`config.mk`:
```
export PLATFORM = sky130hd
export DESIGN_NAME = com_word_tx
export DESIGN_NICKNAME = d
export VERILOG_FILES = /design/src/rtl/com_word_tx.sv
export SDC_FILE = /design/constraint.sdc
export NUM_CORES = 1
export LEC_CHECK = 0
export BUFFER_PORTS_ARGS = -buffer_cell sky130_fd_sc_hd__clkbuf_2
export CAP_MARGIN = 20
export CORE_UTILIZATION = 45
export DETAILED_ROUTE_END_ITERATION = 7
export PLACE_DENSITY = 0.65
export SYNTH_ARGS = -nofsm -noshare
export SYNTH_HDL_FRONTEND = slang
export SYNTH_SLANG_ARGS = --single-unit
```
`constraint.sdc`:
```
create_clock -name clk -period 4.4 [get_ports clk]
set_clock_uncertainty 0.15 [all_clocks]
set_input_delay 0.44 -clock clk [delete_from_list [all_inputs] [get_ports clk]]
set_output_delay 0.44 -clock clk [all_outputs]
set_load 0.01 [all_outputs]
```
`src/rtl/com_word_tx.sv`:
```
// UART 8N1 transmitter for host-link responses: sends bytes 0..len-1 of a
// 32-bit word LSB-first, back-to-back, with no idle bits between bytes.
module com_word_tx #(
    parameter int CLKS_PER_BIT = 868,
    parameter int DATA_W       = 32
) (
    input  logic              clk,
    input  logic              reset,
    input  logic              send_valid,
    input  logic [DATA_W-1:0] send_data,
    input  logic [2:0]        send_len,
    output logic              send_ready,
    output logic              busy,
    output logic              done,
    output logic              tx
);

    localparam int            CW        = (CLKS_PER_BIT > 2) ? $clog2(CLKS_PER_BIT) : 1;
    localparam logic [CW-1:0] BAUD_LAST = CW'(CLKS_PER_BIT - 1);

    typedef enum logic [1:0] {IDLE, START, DATA, STOP} state_t;

    state_t            state_q;
    logic [DATA_W-1:0] data_q;
    logic [1:0]        last_q;
    logic [1:0]        byte_idx_q;
    logic [2:0]        bit_cnt_q;
    logic [CW-1:0]     baud_q;
    logic              tx_q;
    logic              ready_q;
    logic              busy_q;
    logic              done_q;

    logic              baud_wrap_d;
    logic [2:0]        bit_nxt_d;
    logic [7:0]        cur_byte_d;
    logic [1:0]        len_last_d;

    always_comb begin
        baud_wrap_d = (baud_q == BAUD_LAST);
        bit_nxt_d   = bit_cnt_q + 3'd1;
        cur_byte_d  = data_q[{byte_idx_q, 3'b000} +: 8];
        // Index of the final byte; 0 and 5..7 all mean a full 4-byte word.
        unique case (send_len)
            3'd1:    len_last_d = 2'd0;
            3'd2:    len_last_d = 2'd1;
            3'd3:    len_last_d = 2'd2;
            default: len_last_d = 2'd3;
        endcase
    end

    always_ff @(posedge clk or negedge reset) begin
        if (!reset) begin
            state_q    <= IDLE;
            data_q     <= '0;
            last_q     <= '0;
            byte_idx_q <= '0;
            bit_cnt_q  <= '0;
            baud_q     <= '0;
            tx_q       <= 1'b1;
            ready_q    <= 1'b1;
            busy_q     <= 1'b0;
            done_q     <= 1'b0;
        end else begin
            done_q <= 1'b0;
            unique case (state_q)
                IDLE: begin
                    tx_q <= 1'b1;
                    if (send_valid) begin
                        data_q     <= send_data;
                        last_q     <= len_last_d;
                        byte_idx_q <= '0;
                        bit_cnt_q  <= '0;
                        baud_q     <= '0;
                        tx_q       <= 1'b0;
                        ready_q    <= 1'b0;
                        busy_q     <= 1'b1;
                        state_q    <= START;
                    end
                end
                START: begin
                    if (baud_wrap_d) begin
                        baud_q  <= '0;
                        tx_q    <= cur_byte_d[0];
                        state_q <= DATA;
                    end else begin
                        baud_q <= baud_q + 1'b1;
                    end
                end
                DATA: begin
                    if (baud_wrap_d) begin
                        baud_q    <= '0;
                        bit_cnt_q <= bit_nxt_d;
                        if (bit_cnt_q == 3'd7) begin
                            tx_q    <= 1'b1;
                            state_q <= STOP;
                        end else begin
                            tx_q <= cur_byte_d[bit_nxt_d];
                        end
                    end else begin
                        baud_q <= baud_q + 1'b1;
                    end
                end
                STOP: begin
                    if (baud_wrap_d) begin
                        baud_q <= '0;
                        if (byte_idx_q != last_q) begin
                            // Next start bit follows the stop bit directly.
                            byte_idx_q <= byte_idx_q + 2'd1;
                            bit_cnt_q  <= '0;
                            tx_q       <= 1'b0;
                            state_q    <= START;
                        end else begin
                            tx_q    <= 1'b1;
                            ready_q <= 1'b1;
                            busy_q  <= 1'b0;
                            done_q  <= 1'b1;
                            state_q <= IDLE;
                        end
                    end else begin
                        baud_q <= baud_q + 1'b1;
                    end
                end
                default: state_q <= IDLE;
            endcase
        end
    end

    assign tx         = tx_q;
    assign send_ready = ready_q;
    assign busy       = busy_q;
    assign done       = done_q;

endmodule

```
* Word level (Yosys, flattened, before mapping)
Cells that the tools add are included.
Widths: inputs -> output; s select.
** Word-level totals
- Input port bits :: 38
- Register bits :: 55
- Memory bits (read-only) :: 0
- Memory bits (writable) :: 0
- Memories kept :: 0
- Latch bits :: 0
** Cells by class
- Reduce and logical (&&, ||, !) cells :: 10
- Shift-type cells :: 1
- Bitwise operators :: 0
- Add/sub/neg operators :: 3
- Eq/ne operators :: 16
- Multiplexer cells :: 39
- Multiply operators :: 0
- Magnitude comparators :: 1
- Divide/modulo/power cells :: 0
** Operator list (count)
- $shiftx 32x6->8 :: 1
- $mux 10 :: 2
- $pmux 10 s2 :: 1
- $mux 1 :: 16
- $mux 2 :: 8
- $ne 2x2->1 const B :: 7
- $mux 3 :: 4
- $add 10x1->10 const B :: 1
- $eq 10x10->1 const B :: 1
- $reduce_and 5->1 :: 2
- $pmux 3 s3 :: 1
- $pmux 2 s4 :: 1
- $reduce_and 4->1 :: 2
- $eq 3x2->1 const B :: 2
- $pmux 2 s3 :: 1
- $eq 2x2->1 const B :: 2
- $lt 3x4->1 const B :: 1
- $pmux 1 s2 :: 2
- $pmux 1 s4 :: 1
- $pmux 2 s2 :: 1
- $add 3x1->3 const B :: 1
- $bmux 1 s3 :: 1
- $eq 3x1->1 const B :: 1
- $eq 3x3->1 const B :: 1
- other kinds (9) :: 9

* Depth between registers and ports, before layout
Gate-level depths: netlist of the first run.
- Word-level depth :: 6
- Gate-level depth with buffers :: 9
- Gate-level depth less buffers :: 7

* Least setup slack after synthesis of the first run
No wires, ideal clock.
- Path kind :: reg2reg
- Start point :: reg state_q[0]
- End point :: reg data_q[10]
- Library setup time :: 125 ps
- Buffers on the path :: 2
- Setup slack :: 2349 ps
- Cell stages (with the launch flop) :: 7
- Arrival time :: 1777 ps
- Path through :: dfrtp_1 inv_1 ha_1 clkbuf_1 nand2_1 clkbuf_1 mux2_2
** On the way
- Word-level cells in the longest chain between the ends :: 2
** RTL lines
- start: declaration :: line 23 : state_t state_q;
- start signal: assignment :: line 54 : state_q <= IDLE;
- start signal: assignment :: line 78 : state_q <= START;
- start signal: assignment :: line 85 : state_q <= DATA;
- $logic_not 2->1 :: line 66 : unique case (state_q)
- $reduce_and 2->1 (no line)
- end signal: assignment :: line 70 : data_q <= send_data;
- end: declaration :: line 24 : logic [DATA_W-1:0] data_q;
No other way between the ends.
A chain may end at the register's enable or synchronous reset.

* Final worst setup path of the first run
- Start point :: reg byte_idx_q[1]
- End point :: reg tx_q (netlist: tx)
** On the way
- Word-level cells in the longest chain between the ends :: 6
- Elaborated cells on any way between the ends :: 10
- Classes of those cells :: 1 x eq/ne; 1 x shift; 8 x mux
** RTL lines
- start: declaration :: line 26 : logic [1:0] byte_idx_q;
- start signal: assignment :: line 109 : byte_idx_q <= byte_idx_q + 2'd1;
- $shiftx 32x6->8 :: line 42 : cur_byte_d = data_q[{byte_idx_q, 3'b000} +: 8];
- $bmux 1 s3 :: line 98 : tx_q <= cur_byte_d[bit_nxt_d];
- $mux 1 (implied by the code) :: line 98
- $mux 1 :: line 94 : if (bit_cnt_q == 3'd7) begin
- $mux 1 :: line 91 : if (baud_wrap_d) begin
- $pmux 1 s4 (*) :: line 66
- end signal: assignment :: line 84 : tx_q <= cur_byte_d[0];
- end signal: assignment :: line 98
- end: declaration :: line 29 : logic tx_q;
Every way passes the cells marked *; elsewhere a longest branch is shown, timed or not. The select of a mux whose other input is x is not followed.

==> results_dict.tcl, run 1 <==
set metrics [dict create \
    cpLargestDelayFamily "flip-flops" \
    grt-ovfl-total 0 \
    setup.worst_path.end_class "flop" \
    dr_total_vias 1934 \
    dieArea_mm2 0.00654 \
    ir_drop_uv 173 \
    combPwrFrac 0.033 \
    avgViaCountPerCell 5.40 \
    grt_pass1_vias 1869 \
    fin_crit_sh 0.526 \
    rsz0062_at_grt "false" \
    ys_types 47 \
    dp.final_hpwl_um 3630 \
    worstPathArrival_ns 2.41 \
    coreArea_mm2 0.00596 \
    drtIter0Drc 76 \
    tritoncts "built" \
    final_common_cell "dfrtp_1" \
    post_cts_buffers 0 \
    worstRegToRegCells 5 \
    die_w_um 80.9 \
    drv_slew 0 \
    synth.net_count 290 \
    dieHeight_um 80.9 \
    multi_input_area_mm2 0.00133 \
    syn_to_final_growth_pct 13.1 \
    num_antenna_cells 0 \
    hold_violations 0 \
    grt_util_all_layers 0.175 \
    power_w 0.000860 \
    regArea_mm2 0.00138 \
    yosysWarningCount 0 \
    nFillCells 544 \
    clock_sinks 55 \
    postLayoutCellArea_mm2 0.00316 \
    start_util 0.470 \
    clkTransAtPathRegs_ns 0.09 \
    finalCriticalPeriod_ns 2.32 \
    postRouteAntennaNets 0 \
    synth-seq-area-share 0.493 \
    synth_ff_type "dfrtp_1" \
    crit_path_max_fanout 15 \
    critPathBufInv 0 \
    max_stage_delay_ns 0.81 \
    relSlewSlack 0.441 \
    insertion_delay_ns 0.31 \
    grt_max_degree 56 \
    drt_pass1_iterations 4 \
    worstMarginPinSlew_ns 0.831 \
    synthesis.area_mm2 0.00280 \
    worstSetupStartpointType "flop" \
    post_cts_resized 0 \
    synth-seq-cells 55 \
    clock-root-buffer "clkbuf_8" \
    boundaryPins 42 \
    crit_chain "mux4_2, nand2b_1, nand4_1, a31oi_1, a221o_1" \
    crit-reg2reg-launch "byte_idx_q[1]" \
    htreeDepth 2 \
    cts_buffers 5 \
    fmax_mhz 432 \
    switching_share 0.204 \
    required_ns 4.49 \
    rows 28 \
    p_per_area_mw_per_mm2 272 \
    clkPwrFrac 0.380 \
    postSynth.asyncResetShare 1.00 \
    drt_wl_total_um 5070 \
    p_sw_w 0.000175 \
    drv_cap 0 \
    hp-class "input pin to asynchronous set/reset pin" \
    status "complete, no violations" \
    syn_inst 244 \
    r2r_end "tx" \
    syn_avg_cell_area_um2 11.5 \
    drive_above_1_share 0.350 \
    antenna_found_initial 0 \
    setup_viol 0 \
    clock_path_buffers 2 \
    p_seq_frac 0.587 \
    io_buffers 41 \
    synth_edf_count 0 \
    route.detailed.wl_per_inst_um 14.2 \
    ctsHoldBuffers 0 \
    r2r_setup_slack_ns 2.08 \
    fin_nets 329 \
    drc_errors 0 \
    tns_ns 0 \
    crit_slowest_cell "dfrtp_1" \
    place.gp.congestion 0.798 \
    final_cell_mix "dfrtp_1 (53), clkbuf_2 (41), mux2_2 (33), nand2_1 (24), nor2_1 (15)" \
    crit_type "flop to flop" \
    placed_area_mm2 0.00306 \
    grt_pass1_wl_um 8620 \
    p_int_w 0.000685 \
    p_leak_nw 1.54 \
]
-- cell families after synthesis --
group | after synthesis | share of synthesized area
DFF | 55 | 0.493
buffers and inverters | 21 | 0.0331
AOI/OAI and AO/OA | 42 | 0.0988
adders and majority gates | 8 | 0.0358
and+or+nand+nor | 65 | 0.113
xor gates and xnor gates | 5 | 0.0157
muxes | 48 | 0.211
-- power by group through the flow --
stage          Combinational [W]  Sequential (W)  Clock (W)
5_1_grt                0.0000329        0.000505   0.000358
2_1_floorplan         0.00000186        0.000515          0
4_1_cts                0.0000301        0.000505   0.000337
6_report               0.0000285        0.000505   0.000326
3_3_place_gp           0.0000297        0.000515          0
3_5_place_dp           0.0000301        0.000515          0
-- state kept, by name (all words and copies together), names as in the netlist --
signal / count
last_q: 2
baud_q: 10
state_q: 2
busy: 1
data_q: 32
byte_idx_q: 2
tx: 1
done: 1
bit_cnt_q: 3
send_ready: 1
-- worst max-delay path by stage --
| stage | slack [ns] | from | end | cells past startpoint |
|---|---|---|---|---|
| after floorplan | 2.35 | state_q[0] | data_q[10] | 6 |
| after global placement | 2.08 | byte_idx_q[1] | tx | 5 |
| after detailed placement | 2.10 | byte_idx_q[1] | byte_idx_q[1] | 5 |
| after CTS | 2.07 | byte_idx_q[1] | tx | 5 |
| after global routing | 1.79 | byte_idx_q[1] | byte_idx_q[1] | 5 |
| final | 2.08 | byte_idx_q[1] | tx | 5 |
-- synth_stat cells (all sizes together), types with 5 or more instances --
cell,instances,area [um2]
a21oi,8,43.8
and3,5,32.5
clkbuf,7,26.3
dfrtp,53,1330
ha,8,100
inv,10,37.5
mux2,34,387
mux2i,9,90.1
mux4,5,113
nand2,24,90.1
nor2,15,56.3
o21ai,16,83.8
-- final cells by class --
class,count,area share
inverter,10,0.0119
multi-input combinational,168,0.419
tap,75,0.0297
clock inverter,2,0.0119
clock buffer,5,0.0218
timing repair buffer,43,0.0696
sequential,55,0.436
-- through the flow --
step                worst slack (ns)  std cells  utilization  hold slack, ns
floorplan                       2.35        244            -        -0.00559
global placement                2.08        351        0.513           0.317
detailed placement              2.10        351        0.513           0.313
CTS                             2.07        358        0.531           0.127
global route                    1.79        358        0.531           0.166
finish                          2.08        358        0.531          0.0885
-- layer usage --
metal  routed length [um]  vias up  GRT usage
met5                    0        -          0
met4                   64        0     0.0643
li1                     -      953          -
met3                  135        7     0.0360
met2                 2310       32      0.270
met1                 2550      942      0.242
Note: power is estimated with default switching activity, not from simulation.
==> run 2, diff against run 1 <==
Settings changed: PLACE_DENSITY 0.65 to 0.68.
Clock period 4.4 ns to 1.9 ns, I/O delays scaled along.
==> run 2 against run 1 <==
  * The flow now finishes with violations (negative setup slack)
  * Routed wire length is 21% higher
  * Utilization is 12 points higher
  * Final cell count is 20% higher
  * Critical path depth stayed put
  * Sequential share of layout area is 8.0 points lower
  * Global-route usage is 3.8 points higher
  * Maximum frequency is 18% higher
  * Clock power grew to 2.7 times the previous value
  * Clock-buffer cell count is 1 higher
  * Highest routed layer unchanged
==> results_dict.tcl, run 2 (synthesis gave the netlist of run 1 again) <==
set metrics [dict create \
    largest_reg_flops 32 \
    max_stage_delay_ns 0.40 \
    fin_ws_ns -0.0545 \
    dieArea_mm2 0.00654 \
    fmax_mhz 512 \
    setup.worst_path.end_class "flop" \
    drt_wl_total_um 6120 \
    htreeDepth 2 \
    p_int_w 0.00177 \
    required_ns 1.94 \
    crit_type "flop to flop" \
    hp-class "input pin to flop" \
    start_util 0.470 \
    final_cell_mix "dfrtp_1 (51), clkbuf_2 (41), buf_4 (38), mux2_2 (33), dlygate4sd3_1 (33)" \
    io_buffers 41 \
    clkPwrFrac 0.409 \
    clkTransAtPathRegs_ns 0.09 \
    drtIter0Drc 102 \
    critPathBufInv 0 \
    p_seq_frac 0.535 \
    tritoncts "built" \
    worstSetupStartpointType "flop" \
    p_sw_w 0.000415 \
    place.gp.congestion 0.813 \
    rows 28 \
    crit_chain "or3_4, or3_4, nor2_2, o21ai_2, mux2_4" \
    postLayoutCellArea_mm2 0.00389 \
    drv_cap 0 \
    grt_util_met2 0.356 \
    grtUsageMet3 0.0371 \
    dp.final_hpwl_um 4290 \
    num_antenna_cells 0 \
    insertion_delay_ns 0.30 \
    ir_drop_uv 415 \
    drc_errors 0 \
    cp_num_cells 5 \
    cp_common_cell "or3_4" \
    violations "negative setup slack" \
    placed_area_mm2 0.00333 \
    clock_sinks 55 \
    regMostFlops "data_q" \
    grt_pass1_wl_um 10500 \
    combPwrFrac 0.056 \
    cpLargestDelayFamily "simple AND/OR/NAND/NOR gates" \
    power_w 0.00219 \
    grt-ovfl-total 0 \
    met1_usage 0.281 \
    fin_nets 399 \
    syn_to_final_growth_pct 38.9 \
    dieHeight_um 80.9 \
    drt_pass1_iterations 4 \
    route.detailed.wl_per_inst_um 14.3 \
    worstMarginPinSlew_ns 0.449 \
    fin_crit_sh 1.03 \
    antenna_found_initial 0 \
    coreArea_mm2 0.00596 \
    worstRegToRegCells 5 \
    final_common_cell "dfrtp_1" \
    p_leak_nw 1.88 \
    gr-max-usage-layer "met2" \
    drv_slew 0 \
    relSlewSlack 0.701 \
    clock-root-buffer "clkbuf_8" \
    grt_pass1_vias 2272 \
    crit_slowest_cell "dfrtp_1" \
    cts_buffers 5 \
    crit_path_max_fanout 5 \
    dr_total_vias 2202 \
    pre_cts_slack_ns -0.108 \
    drive_above_1_share 0.427 \
    setup_viol 5 \
    avgViaCountPerCell 5.13 \
    reg_top3 "data_q (32), baud_q (10), bit_cnt_q (3)" \
    hold-path-cell-count 3 \
    grt_util_all_layers 0.213 \
    status "finished, violations left" \
    hold_violations 0 \
    switching_share 0.190 \
    worstPathArrival_ns 2.00 \
    boundaryPins 42 \
    p_per_area_mw_per_mm2 563 \
    postRouteAntennaNets 0 \
    nFillCells 473 \
    clock_path_buffers 2 \
    die_w_um 80.9 \
    finalCriticalPeriod_ns 1.95 \
    grt_max_degree 26 \
    rsz0062_at_grt "true" \
]
[run 2: cell types whose count changed in the layout (fill, tap and decap cells not counted), sizes merged]
cell         delta
buf            +37
clkbuf          +1
clkinvlp        -1
bufinv          +1
dlygate4sd3    +33
[run 2: power groups by stage]
stage	clock, W	combinational, W	sequential, W
detailed placement	0	0.0000718	0.00119
global route	0.000967	0.000137	0.00117
CTS	0.000915	0.000124	0.00117
global placement	0	0.0000703	0.00119
finish	0.000895	0.000123	0.00117
floorplan	0	0.00000436	0.00119
[run 2: layout make-up]
class / instances / area, um2 / share of cell area
Sequential cell: 55 / 1380 / 0.355
Inverter: 10 / 37.5 / 0.00966
Multi-Input combinational cell: 168 / 1400 / 0.360
Clock inverter: 2 / 60.1 / 0.0155
Timing Repair Buffer: 113 / 841 / 0.216
Clock buffer: 6 / 72.6 / 0.0187
Tap cell: 75 / 93.8 / 0.0241
[run 2: worst register-to-register path, cell delays in order, from the launching register on]
cell	delay (ns)
dfrtp_1	0.40
or3_4	0.39
or3_4	0.38
nor2_2	0.15
o21ai_2	0.09
mux2_4	0.29
[run 2: through the flow]
stage	util	hold WS, ns	TNS, ns	cells
after floorplan	-	-0.256	-0.178	244
after global routing	0.653	0.0420	-0.792	429
final	0.653	0.0243	-0.139	429
after detailed placement	0.559	0.0145	-0.422	385
after global placement	0.559	0.0107	-0.156	385
after CTS	0.638	0.0227	-0.223	426
[run 2: path summary, 6_finish.rpt]
path,slack (ns),start,end
setup / recovery,-0.05,baud_q[4],bit_cnt_q[0]
hold / removal,0.02,send_len[2],last_q[0]
setup reg to reg,-0.05,baud_q[4],bit_cnt_q[0]
hold reg to reg,0.33,send_ready,send_ready
max in group asynchronous,0.76,reset,byte_idx_q[0]
min in group asynchronous,0.20,reset,baud_q[9]
[run 2: per-layer routing]
metal  vias up  share of wire
met5         -              0
met4         0         0.0092
met3         6          0.027
met2        39           0.51
met1      1067           0.46
li1       1090              -
[run 2: repair_timing]
item | 4_1_cts | 5_1_grt
pin swaps | 2 | 3
buffers inserted | 0 | 3
resized for setup | 4 | 13
hold endpoints to repair | 46 | 0
setup endpoints to repair | 8 | 15
hold buffers | 33 | 0
==> run 3, diff against run 2 <==
Settings changed: TNS_END_PERCENT set to 10.
==> run 3 against run 2 <==
  * The flow still finishes with violations (negative setup slack)
  * Via count up 2.2%
  * Flip-flop and latch count unchanged
  * Setup slack improved by 0.0014 ns
  * Critical path type unchanged
  * Highest routed layer unchanged
==> results_dict.tcl, run 3 (synthesis gave the netlist of run 1 again) <==
set metrics [dict create \
    status "finished, violations left" \
    violations "negative setup slack" \
    clock_path_buffers 2 \
    drv_slew 0 \
    io_buffers 41 \
    drt_pass1_iterations 4 \
    coreArea_mm2 0.00596 \
    fin_crit_sh 1.03 \
    start_util 0.470 \
    hp-class "input pin to flop" \
    final_common_cell "dfrtp_1" \
    boundaryPins 42 \
    dp.final_hpwl_um 4560 \
    grt_pass1_vias 2319 \
    rows 28 \
    clkTransAtPathRegs_ns 0.10 \
    crit-reg2reg-launch "baud_q[4]" \
    route.detailed.wl_per_inst_um 14.9 \
    tritoncts "built" \
    postRouteAntennaNets 0 \
    p_per_area_mw_per_mm2 505 \
    dp.cells 389 \
    dieHeight_um 80.9 \
    htreeDepth 2 \
    crit_path_start "baud_q[4]" \
    dieArea_mm2 0.00654 \
    p_leak_nw 1.87 \
    crit_type "flop to flop" \
    finalCriticalPeriod_ns 1.95 \
    worstMarginPinSlew_ns 0.372 \
    relSlewSlack 0.748 \
    grt_pass1_wl_um 10600 \
    grt_util_all_layers 0.217 \
    instances_no_fill 430 \
    placed_area_mm2 0.00337 \
    grt-ovfl-total 0 \
    dr_total_vias 2250 \
    num_antenna_cells 0 \
    avgViaCountPerCell 5.23 \
    crit_path_max_fanout 7 \
    hold_violations 0 \
    grt_max_degree 25 \
    drt_wl_total_um 6430 \
    drc_errors 0 \
    worstPathArrival_ns 2.01 \
    antenna_found_initial 0 \
    final_core_util 0.644 \
    worstSetupStartpointType "flop" \
    regMostFlops "data_q" \
    die_w_um 80.9 \
    insertion_delay_ns 0.31 \
    fin_nets 400 \
    ir_drop_uv 364 \
    drtIter0Drc 81 \
    hp-start "send_len[2]" \
    reg_top3 "data_q (32), baud_q (10), bit_cnt_q (3)" \
    clock_sinks 55 \
    clock-root-buffer "clkbuf_8" \
    drv_cap 0 \
    fmax_mhz 512 \
    syn_to_final_growth_pct 37.1 \
    setup_viol 3 \
    final_cell_mix "dfrtp_1 (51), clkbuf_2 (41), buf_4 (37), mux2_2 (33), dlygate4sd3_1 (33)" \
    post_cts_buffers 0 \
    postLayoutCellArea_mm2 0.00384 \
    power_w 0.00194 \
    cts_buffers 5 \
    required_ns 1.96 \
    largest_reg_flops 32 \
    rsz0062_at_grt "true" \
    drive_above_1_share 0.423 \
    fin_ws_ns -0.0530 \
    setup.worst_path.end_class "flop" \
    place.gp.congestion 0.824 \
]
run 3: worst max-delay path, stage by stage, from the launching register on:
cell,delay [ns]
dfrtp_1,0.39
or3_4,0.39
or3_4,0.39
a21oi_2,0.17
o21ai_2,0.08
mux2_4,0.30
run 3: path summary, 6_finish.rpt:
path / endpoint / slack (ns) / cells past startpoint
max: bit_cnt_q[0] / -0.05 / 5
min: last_q[0] / 0.02 / 3
max reg2reg: bit_cnt_q[0] / -0.05 / 5
min reg2reg: send_ready / 0.33 / 2
max in group asynchronous: send_ready / 0.88 / 3
min in group asynchronous: state_q[1] / 0.17 / 2
run 3: per-stage QoR:
stage,hold slack [ns],TNS [ns],setup slack (ns)
2_1_floorplan,-0.256,-0.394,-0.132
3_3_place_gp,-0.0268,-0.248,-0.0940
3_5_place_dp,-0.0295,-0.381,-0.130
4_1_cts,0.0284,-0.0843,-0.0504
5_1_grt,0.0467,-0.596,-0.130
6_report,0.0231,-0.0821,-0.0530
run 3: final cells by class:
cell class | instances | area, um2
fill | 488 | 2120
sequential | 55 | 1380
multi-input combinational | 168 | 1370
timing repair buffer | 114 | 865
tap | 75 | 93.8
clock buffer | 6 | 72.6
inverter | 10 | 37.5
clock inverter | 2 | 12.5
run 3: layer usage:
metal / vias up / global-route usage / routed length, um
li1: 1097 / - / -
met1: 1098 / 0.252 / 2740
met2: 44 / 0.397 / 3390
met3: 11 / 0.0404 / 158
met4: 0 / 0.0714 / 140
met5: - / 0 / 0
run 3: timing repair:
action / CTS / global route
endpoints found under the hold margin: 68 / 0
hold buffers: 33 / 0
resized for setup: 5 / 10
endpoints found under the setup margin: 6 / 21
run 3: report_power, final:
group / switching [W] / internal [W]
clock: 0.000378 / 0.000259
sequential: 0 / 0.00117
combinational: 0.0000493 / 0.0000805
total: 0.000428 / 0.00151
